**src/rtl/vga_scan_timing.sv**
```systemverilog
// Raster scan timing for the VGA output: pixel/line counters, sync/blank decode,
// per-frame update strobe and sync/blank copies delayed to meet the registered colour.
module vga_scan_timing #(
    parameter int unsigned CLK_DIV    = 2,
    parameter int unsigned H_VISIBLE  = 640,
    parameter int unsigned H_FRONT    = 16,
    parameter int unsigned H_SYNC     = 96,
    parameter int unsigned H_BACK     = 48,
    parameter int unsigned V_VISIBLE  = 480,
    parameter int unsigned V_FRONT    = 10,
    parameter int unsigned V_SYNC     = 2,
    parameter int unsigned V_BACK     = 33,
    parameter int unsigned PIPE_DELAY = 1
) (
    input  logic       clk,
    input  logic       resetn,
    output logic [9:0] x,
    output logic [9:0] y,
    output logic       bright,
    output logic       hsync,
    output logic       vsync,
    output logic       pixel_tick,
    output logic       frame_tick,
    output logic       hsync_o,
    output logic       vsync_o,
    output logic       blank_n_o
);

    localparam int unsigned H_TOTAL = H_VISIBLE + H_FRONT + H_SYNC + H_BACK;
    localparam int unsigned V_TOTAL = V_VISIBLE + V_FRONT + V_SYNC + V_BACK;
    localparam int unsigned DIV_W   = (CLK_DIV > 1) ? $clog2(CLK_DIV) : 1;

    localparam logic [DIV_W-1:0] DIV_LAST = DIV_W'(CLK_DIV - 1);

    localparam logic [9:0] X_LAST     = 10'(H_TOTAL - 1);
    localparam logic [9:0] Y_LAST     = 10'(V_TOTAL - 1);
    localparam logic [9:0] X_VIS      = 10'(H_VISIBLE);
    localparam logic [9:0] Y_VIS      = 10'(V_VISIBLE);
    localparam logic [9:0] Y_VIS_LAST = 10'(V_VISIBLE - 1);
    localparam logic [9:0] HS_START   = 10'(H_VISIBLE + H_FRONT);
    localparam logic [9:0] HS_END     = 10'(H_VISIBLE + H_FRONT + H_SYNC);
    localparam logic [9:0] VS_START   = 10'(V_VISIBLE + V_FRONT);
    localparam logic [9:0] VS_END     = 10'(V_VISIBLE + V_FRONT + V_SYNC);

    // Idle pattern for the delay line: syncs inactive, blanked.
    localparam logic [2:0] PIPE_RESET = 3'b110;

    logic [DIV_W-1:0] div_cnt_q, div_cnt_d;
    logic [9:0]       x_q, x_d;
    logic [9:0]       y_q, y_d;

    logic [2:0] pipe_q [PIPE_DELAY];

    always_ff @(posedge clk or negedge resetn) begin
        if (!resetn) begin
            div_cnt_q <= '0;
            x_q       <= '0;
            y_q       <= '0;
        end else begin
            div_cnt_q <= div_cnt_d;
            x_q       <= x_d;
            y_q       <= y_d;
        end
    end

    always_comb begin
        div_cnt_d = div_cnt_q + DIV_W'(1);
        x_d       = x_q;
        y_d       = y_q;
        if (pixel_tick) begin
            div_cnt_d = '0;
            if (x_q == X_LAST) begin
                x_d = '0;
                y_d = (y_q == Y_LAST) ? 10'd0 : y_q + 10'd1;
            end else begin
                x_d = x_q + 10'd1;
            end
        end
    end

    always_comb begin
        pixel_tick = (div_cnt_q == DIV_LAST);
        bright     = (x_q < X_VIS) && (y_q < Y_VIS);
        hsync      = !((x_q >= HS_START) && (x_q < HS_END));
        vsync      = !((y_q >= VS_START) && (y_q < VS_END));
        frame_tick = pixel_tick && (x_q == X_LAST) && (y_q == Y_VIS_LAST);
    end

    assign x = x_q;
    assign y = y_q;

    // Sampled every clk so the delay is in clks, not pixels.
    always_ff @(posedge clk or negedge resetn) begin
        if (!resetn) begin
            for (int i = 0; i < PIPE_DELAY; i++) begin
                pipe_q[i] <= PIPE_RESET;
            end
        end else begin
            pipe_q[0] <= {hsync, vsync, bright};
            for (int i = 1; i < PIPE_DELAY; i++) begin
                pipe_q[i] <= pipe_q[i-1];
            end
        end
    end

    assign {hsync_o, vsync_o, blank_n_o} = pipe_q[PIPE_DELAY-1];

endmodule
```
**config.mk**
```make
export PLATFORM = sky130hd
export DESIGN_NAME = vga_scan_timing
export DESIGN_NICKNAME = d
export VERILOG_FILES = /design/src/rtl/vga_scan_timing.sv
export SDC_FILE = /design/constraint.sdc
export NUM_CORES = 1
export LEC_CHECK = 0
export BUFFER_PORTS_ARGS = -buffer_cell sky130_fd_sc_hd__buf_2
export CELL_PAD_IN_SITES_DETAIL_PLACEMENT = 1
export CELL_PAD_IN_SITES_GLOBAL_PLACEMENT = 1
export CORE_ASPECT_RATIO = 0.6
export CORE_MARGIN = 5
export CORE_UTILIZATION = 42
export DETAILED_ROUTE_END_ITERATION = 6
export GPL_ROUTABILITY_DRIVEN = 0
export PLACE_DENSITY = 0.81
export SKIP_CTS_REPAIR_TIMING = 1
export SLEW_MARGIN = 20
export SYNTH_ARGS = -nofsm -noshare
export SYNTH_HDL_FRONTEND = slang
export SYNTH_SLANG_ARGS = --single-unit
```
**constraint.sdc**
```tcl
create_clock -name clk -period 4.15 [get_ports clk]
set_input_delay 0.415 -clock clk [delete_from_list [all_inputs] [get_ports clk]]
set_output_delay 0.415 -clock clk [all_outputs]
set_load 0.05 [all_outputs]
```
==> flow_summary_export.csv, run 1 <==
group,metric,value,unit
floorplan,die_y,51.6,um
timing,finalCritPeriodShare,0.727,
global_route,grt_remaining_overflow,0,
cells_and_area,drive_gt1_frac,0.257,
global_route,grt_pass1_wl,5.35,mm
floorplan,coreArea,0.00282,mm^2
clocking,cts-buffers-inserted,3,
timing,tns,0,ns
routing,vias,1034,
yosys,yosysTopAreaCell,"dfrtp_1",
timing,rsz0062_at_grt,"no",
worst_setup_path,critPathRequiredTime,3.73,ns
clocking,clk-insertion-delay-late,0.27,ns
clocking,htree_levels,1,
job,maxCapViolCount,0,
routing,ant_nets,0,
power,p_leak,0.705,nW
worst_setup_path,crit_family,"simple AND/OR/NAND/NOR gates",
power,ir_drop,110,uV
yosys,synth.area.top_cells,"dfrtp_1, nand2_1, dfstp_2",
worst_setup_path,cp.buffers_inverters,1,
worst_setup_path,critPathSlowestCell,"or4b_1",
yosys,synthesis.instances,122,
timing,setup_viol,0,
global_route,grt_pass1_vias,1028,
timing,fin_crit,3.02,ns
worst_setup_path,crit_path_start_kind,"register",
clocking,cts_buffer_depth,2,
yosys,ys_types,36,
routing,drt-wirelength-per-cell,17.1,um
hold_path,hold_class,"primary input to async pin",
global_route,antenna_found_initial,0,
yosys,syn_area,0.00121,mm^2
routing,viasPerCell,5.56,
timing,maxSlewHeadroom,0.446,
worst_setup_path,crit_chain,"or4b_1 > or3_1 > nor4_1 > buf_2",
global_route,grt_util_all_layers,0.172,
routing,first_pass_iters,4,
floorplan,start_util,0.430,
timing,drv_slew,0,
timing,tightest_slew,0.819,ns
yosys,syn-mean-instance-area,9.93,um^2
power,power_density,281,mW/mm^2
yosys,synthesis.nets,128,
global_route,grt_max_degree,25,
worst_setup_path,cp-end-kind,"primary output",
floorplan,core.rowCount,15,
routing,drc,0,
timing,fmaxAchievable,331,MHz
placed_design,port-buffer-count,29,
status,status,"finished clean",
timing,finalClockSkew,0.00500,ns
floorplan,io_pins,30,
routing,drt-initial-drc-count,57,
cells_and_area,utilization,0.508,
floorplan,fp.dieArea,0.00409,mm^2
worst_setup_path,path_class,"register to primary output",
placed_design,place_hpwl,2.33,mm
floorplan,die_w,79.3,um
clocking,clock-sinks,24,
clocking,cts_tree,"built",
yosys,seq_area_frac_synth,0.498,
routing,routed_wirelength,3.17,mm
yosys,ys_warn_count,0,
cells_and_area,synthToLayoutAreaGrowth,18.1,%
cells_and_area,nets,159,
worst_setup_path,max_stage_delay,0.68,ns
timing,hold_violations,0,
cells_and_area,antenna_cells,0,
clocking,clkTransAtPathRegs,0.09,ns
yosys,ys_seq_elements,24,
yosys,yosysTopAreaCellShare,0.455,
worst_setup_path,critPathMaxFanout,9,
clocking,cts-root-buf,"clkbuf_8",
worst_setup_path,arrival,2.60,ns
[flip-flops by register name, indices dropped and copies added (netlist names)]
signal / cells
x: 10
y: 10
pipe_q: 3
pixel_tick: 1
[per-stage QoR]
stage          total power, mW  instance area, um^2  worst slack [ns]  hold WS (ns)  instances
2_1_floorplan            0.238                 1210             0.392         0.119        122
3_3_place_gp             0.244                 1380              1.56         0.439        182
3_5_place_dp             0.244                 1380              1.49         0.437        182
4_1_cts                  0.407                 1430              1.15         0.132        186
5_1_grt                  0.417                 1430              1.03         0.159        186
6_report                 0.401                 1430              1.13         0.109        186
[cell families (layout without fill, tap and decap cells)]
kind of cell               Yosys count  after routing  synth area share
xor gates and xnor gates            10             10            0.0723
adders and majority gates            4              4            0.0413
and+or+nand+nor                     56             56             0.240
AOI/OAI and AO/OA                   15             15            0.0868
buffers and inverters               11             41            0.0444
muxes                                2              2            0.0176
DFF                                 24             24             0.498
[synth_stat cells]
library cell / n
buf_6: 1
nor4_1: 3
buf_2: 1
or3_1: 1
xor2_1: 6
a31o_2: 1
nor3b_1: 1
xnor2_1: 4
a22o_2: 1
mux2_2: 1
nand4_1: 4
or4b_1: 1
buf_4: 1
nor4b_1: 1
o31ai_1: 1
nor2_1: 9
o311ai_0: 1
nand3_1: 7
inv_1: 8
o21bai_1: 1
a22o_1: 2
nor4bb_1: 1
nor3_1: 6
a22oi_1: 1
a21o_1: 1
dfrtp_1: 22
and3_1: 2
ha_1: 4
o21ai_0: 6
dfstp_2: 2
or4_1: 1
and4_2: 1
mux2i_1: 1
and2_1: 1
nor2b_1: 2
nand2_1: 15
[worst paths after layout]
kind | start | endpoint | slack, ns | cells after the start
max | x[7]$_DFFE_PN0P_ | frame_tick | 1.13 | 4
min | resetn | y[8]$_DFFE_PN0P_ | 0.11 | 1
max reg2reg | x[7]$_DFFE_PN0P_ | y[4]$_DFFE_PN0P_ | 1.79 | 4
min reg2reg | y[8]$_DFFE_PN0P_ | y[8]$_DFFE_PN0P_ | 0.52 | 1
max in group asynchronous | resetn | pipe_q[1]$_DFF_PN1_ | 3.66 | 1
min in group clk | y[8]$_DFFE_PN0P_ | y[8]$_DFFE_PN0P_ | 0.52 | 1
[routing by layer]
metal	track usage	wire length [um]	up-vias
met5	0	0	-
met4	0.0343	24	0
met3	0.0536	159	4
met2	0.254	1390	24
met1	0.249	1600	518
li1	-	-	488
[area by class of cell]
cell class                      instances  area (um^2)
Clock buffer                            4         55.1
Fill cell                             347         1390
Inverter                                8         30.0
Multi-Input combinational cell         87          554
Sequential cell                        24          603
Tap cell                               34         42.5
Timing Repair Buffer                   29          145
[where the power goes]
group	switching, mW	leakage (nW)	total [mW]	internal (mW)
clock	0.0780	0.0288	0.163	0.0849
sequential	0	0.309	0.234	0.234
combinational	0.00444	0.367	0.00477	0.000336
[placed cells by master, fill, tap and decap left out, drive strengths merged, types with 4 or more instances in the layout]
cell / count
nor3: 6
nor2: 9
xnor2: 4
clkbuf: 4
xor2: 6
nand4: 4
ha: 4
dfrtp: 22
o21ai: 6
nand3: 7
inv: 8
buf: 29
nand2: 15
Power figures use the tool's default switching activity.
==> run 2: changes to the inputs <==
CORE_UTILIZATION = 39   (was 42)
PLACE_DENSITY = 0.76   (was 0.81)
clock period = 2.79 ns   (was 4.15 ns; I/O delays follow)
==> run 2 against run 1 <==
Net effect:
- the flow now finishes with violations (hold timing)
- cell count up 5.4%
- via count up 1.8%
- setup slack worse by 0.98 ns
- first-iteration DRC count up 5.3%
- sequential cell count unchanged
- wire length up 0.72%
- hold slack worse by 0.13 ns
- sequential power up 49%
- clock skew up 0.0055 ns
- power up 42%
- sequential share of layout area down 0.94 points
- critical path depth unchanged
- largest cell class unchanged
- largest power group unchanged
==> flow_summary_export.csv, run 2 (synthesis results as in run 1) <==
group,metric,value,unit
routing,drc,0,
placed_design,pre_cts_slack,0.413,ns
clocking,cts_buffer_depth,2,
floorplan,core.rowCount,15,
power,p_seq_frac,0.611,
cells_and_area,drive_gt1_frac,0.266,
status,violations,"hold timing",
floorplan,coreArea,0.00293,mm^2
timing,maxSlewHeadroom,0.408,
placed_design,place_area,0.00142,mm^2
floorplan,start_util,0.414,
power,pwr-share-comb,0.012,
global_route,grt_pass1_vias,1100,
timing,finalClockSkew,0.0105,ns
timing,rsz0062_at_grt,"no",
global_route,grt_max_degree,25,
timing,hold_ws,-0.0244,ns
timing,finalWorstSetupSlack,0.151,ns
cells_and_area,final_common_cell,"buf_2",
timing,tns,0,ns
routing,vias,1053,
worst_setup_path,cp.buffers_inverters,1,
worst_setup_path,critPathMaxFanout,6,
routing,viasPerCell,5.37,
timing,fin_crit,2.64,ns
worst_setup_path,arrival,2.36,ns
floorplan,fp.dieArea,0.00436,mm^2
timing,drv_slew,0,
timing,finalCritPeriodShare,0.946,
worst_setup_path,crit_path_start_kind,"register",
cells_and_area,fin_cells,196,
routing,ant_nets,0,
global_route,grt_util_all_layers,0.170,
cells_and_area,antenna_cells,0,
routing,routed_wirelength,3.20,mm
power,power_density,389,mW/mm^2
floorplan,io_pins,30,
cells_and_area,synthToLayoutAreaGrowth,20.8,%
clocking,cts-buffers-inserted,3,
placed_design,port-buffer-count,29,
routing,drt-wirelength-per-cell,16.3,um
worst_setup_path,path_class,"register to primary output",
cells_and_area,fin_area,0.00146,mm^2
clocking,htree_levels,1,
worst_setup_path,critPathRequiredTime,2.51,ns
floorplan,die_y,53.2,um
clocking,cts-root-buf,"clkbuf_8",
timing,setup_viol,0,
routing,drt-initial-drc-count,60,
timing,fmaxAchievable,379,MHz
cells_and_area,multiInputGateArea,569,um^2
routing,first_pass_iters,4,
cells_and_area,num-fill-cells,372,
status,status,"finished, violations left",
timing,hold_violations,22,
clocking,clkTransAtPathRegs,0.09,ns
worst_setup_path,crit_chain,"or4b_1 > or3_1 > nor4_4 > clkbuf_4",
power,finalPower,0.569,mW
clocking,clock-sinks,24,
global_route,grt_remaining_overflow,0,
power,clockPowerShare,0.377,
cells_and_area,nets,161,
global_route,antenna_found_initial,0,
job,maxCapViolCount,0,
cells_and_area,layout_common_cells,"buf_2, dfrtp_1, nand2_1",
power,ir_drop,287,uV
worst_setup_path,cp-end-kind,"primary output",
power,p_leak,0.724,nW
power,p_int,0.450,mW
clocking,cts_tree,"built",
clocking,clk-insertion-delay-late,0.27,ns
placed_design,place_hpwl,2.52,mm
power,p_sw_frac,0.209,
power,switchingPower,0.119,mW
placed_design,dp_cells,192,
worst_setup_path,max_stage_delay,0.65,ns
global_route,grt_pass1_wl,5.47,mm
worst_setup_path,critPathSlowestCell,"or4b_1",
hold_path,hold_class,"primary input to async pin",
cells_and_area,utilization,0.500,
timing,tightest_slew,0.876,ns
worst_setup_path,crit_family,"simple AND/OR/NAND/NOR gates",
cells_and_area,regArea,603,um^2
floorplan,die_w,81.9,um
## run 2: cell types whose count changed in the layout (fill, tap and decap cells not counted)
cell      previous run  this run
nor4_1               3         2
clkbuf_4             0         1
clkbuf_8             4         3
buf_2               29        28
nor4_4               0         1
clkbuf_1             0         1
buf_4                0         2
## run 2: final cells by class
cell class / instances / area share
flip-flops and latches: 24 / 0.412
clock buffers: 4 / 0.0308
inverters: 8 / 0.0205
repair buffers: 31 / 0.111
well taps: 42 / 0.0359
multi-input cells: 87 / 0.389
## run 2: final timing paths
kind	start	to	slack, ns	cells after the start
max	x[7]$_DFFE_PN0P_	frame_tick	0.15	4
min	resetn	pixel_tick$_DFF_PN0_	-0.02	1
max reg2reg	x[7]$_DFFE_PN0P_	y[4]$_DFFE_PN0P_	0.41	5
min reg2reg	y[8]$_DFFE_PN0P_	y[8]$_DFFE_PN0P_	0.55	1
max in group asynchronous	resetn	pipe_q[1]$_DFF_PN1_	2.43	1
min in group clk	y[8]$_DFFE_PN0P_	y[8]$_DFFE_PN0P_	0.55	1
## run 2: power by group through the flow
stage / sequential (mW) / combinational, mW / clock, mW
after global placement: 0.354 / 0.00759 / 0
after global routing: 0.348 / 0.00921 / 0.238
after floorplan: 0.355 / 0.000000266 / 0
after detailed placement: 0.354 / 0.00790 / 0
final: 0.348 / 0.00702 / 0.214
after CTS: 0.348 / 0.00787 / 0.219
## run 2: metal layers
metal | up-vias | share of wire | global-route usage
li1 | 494 | - | -
met2 | 27 | 0.44 | 0.265
met1 | 524 | 0.50 | 0.229
met4 | 0 | 0.018 | 0.0580
met3 | 8 | 0.041 | 0.0442
met5 | - | 0 | 0
## run 2: worst register-to-register path, cell delays in order, from the launching register on
cell     delay, ns
dfrtp_1       0.44
or4b_1        0.65
or3_1         0.47
buf_4         0.19
or4_1         0.49
nand2_1       0.07
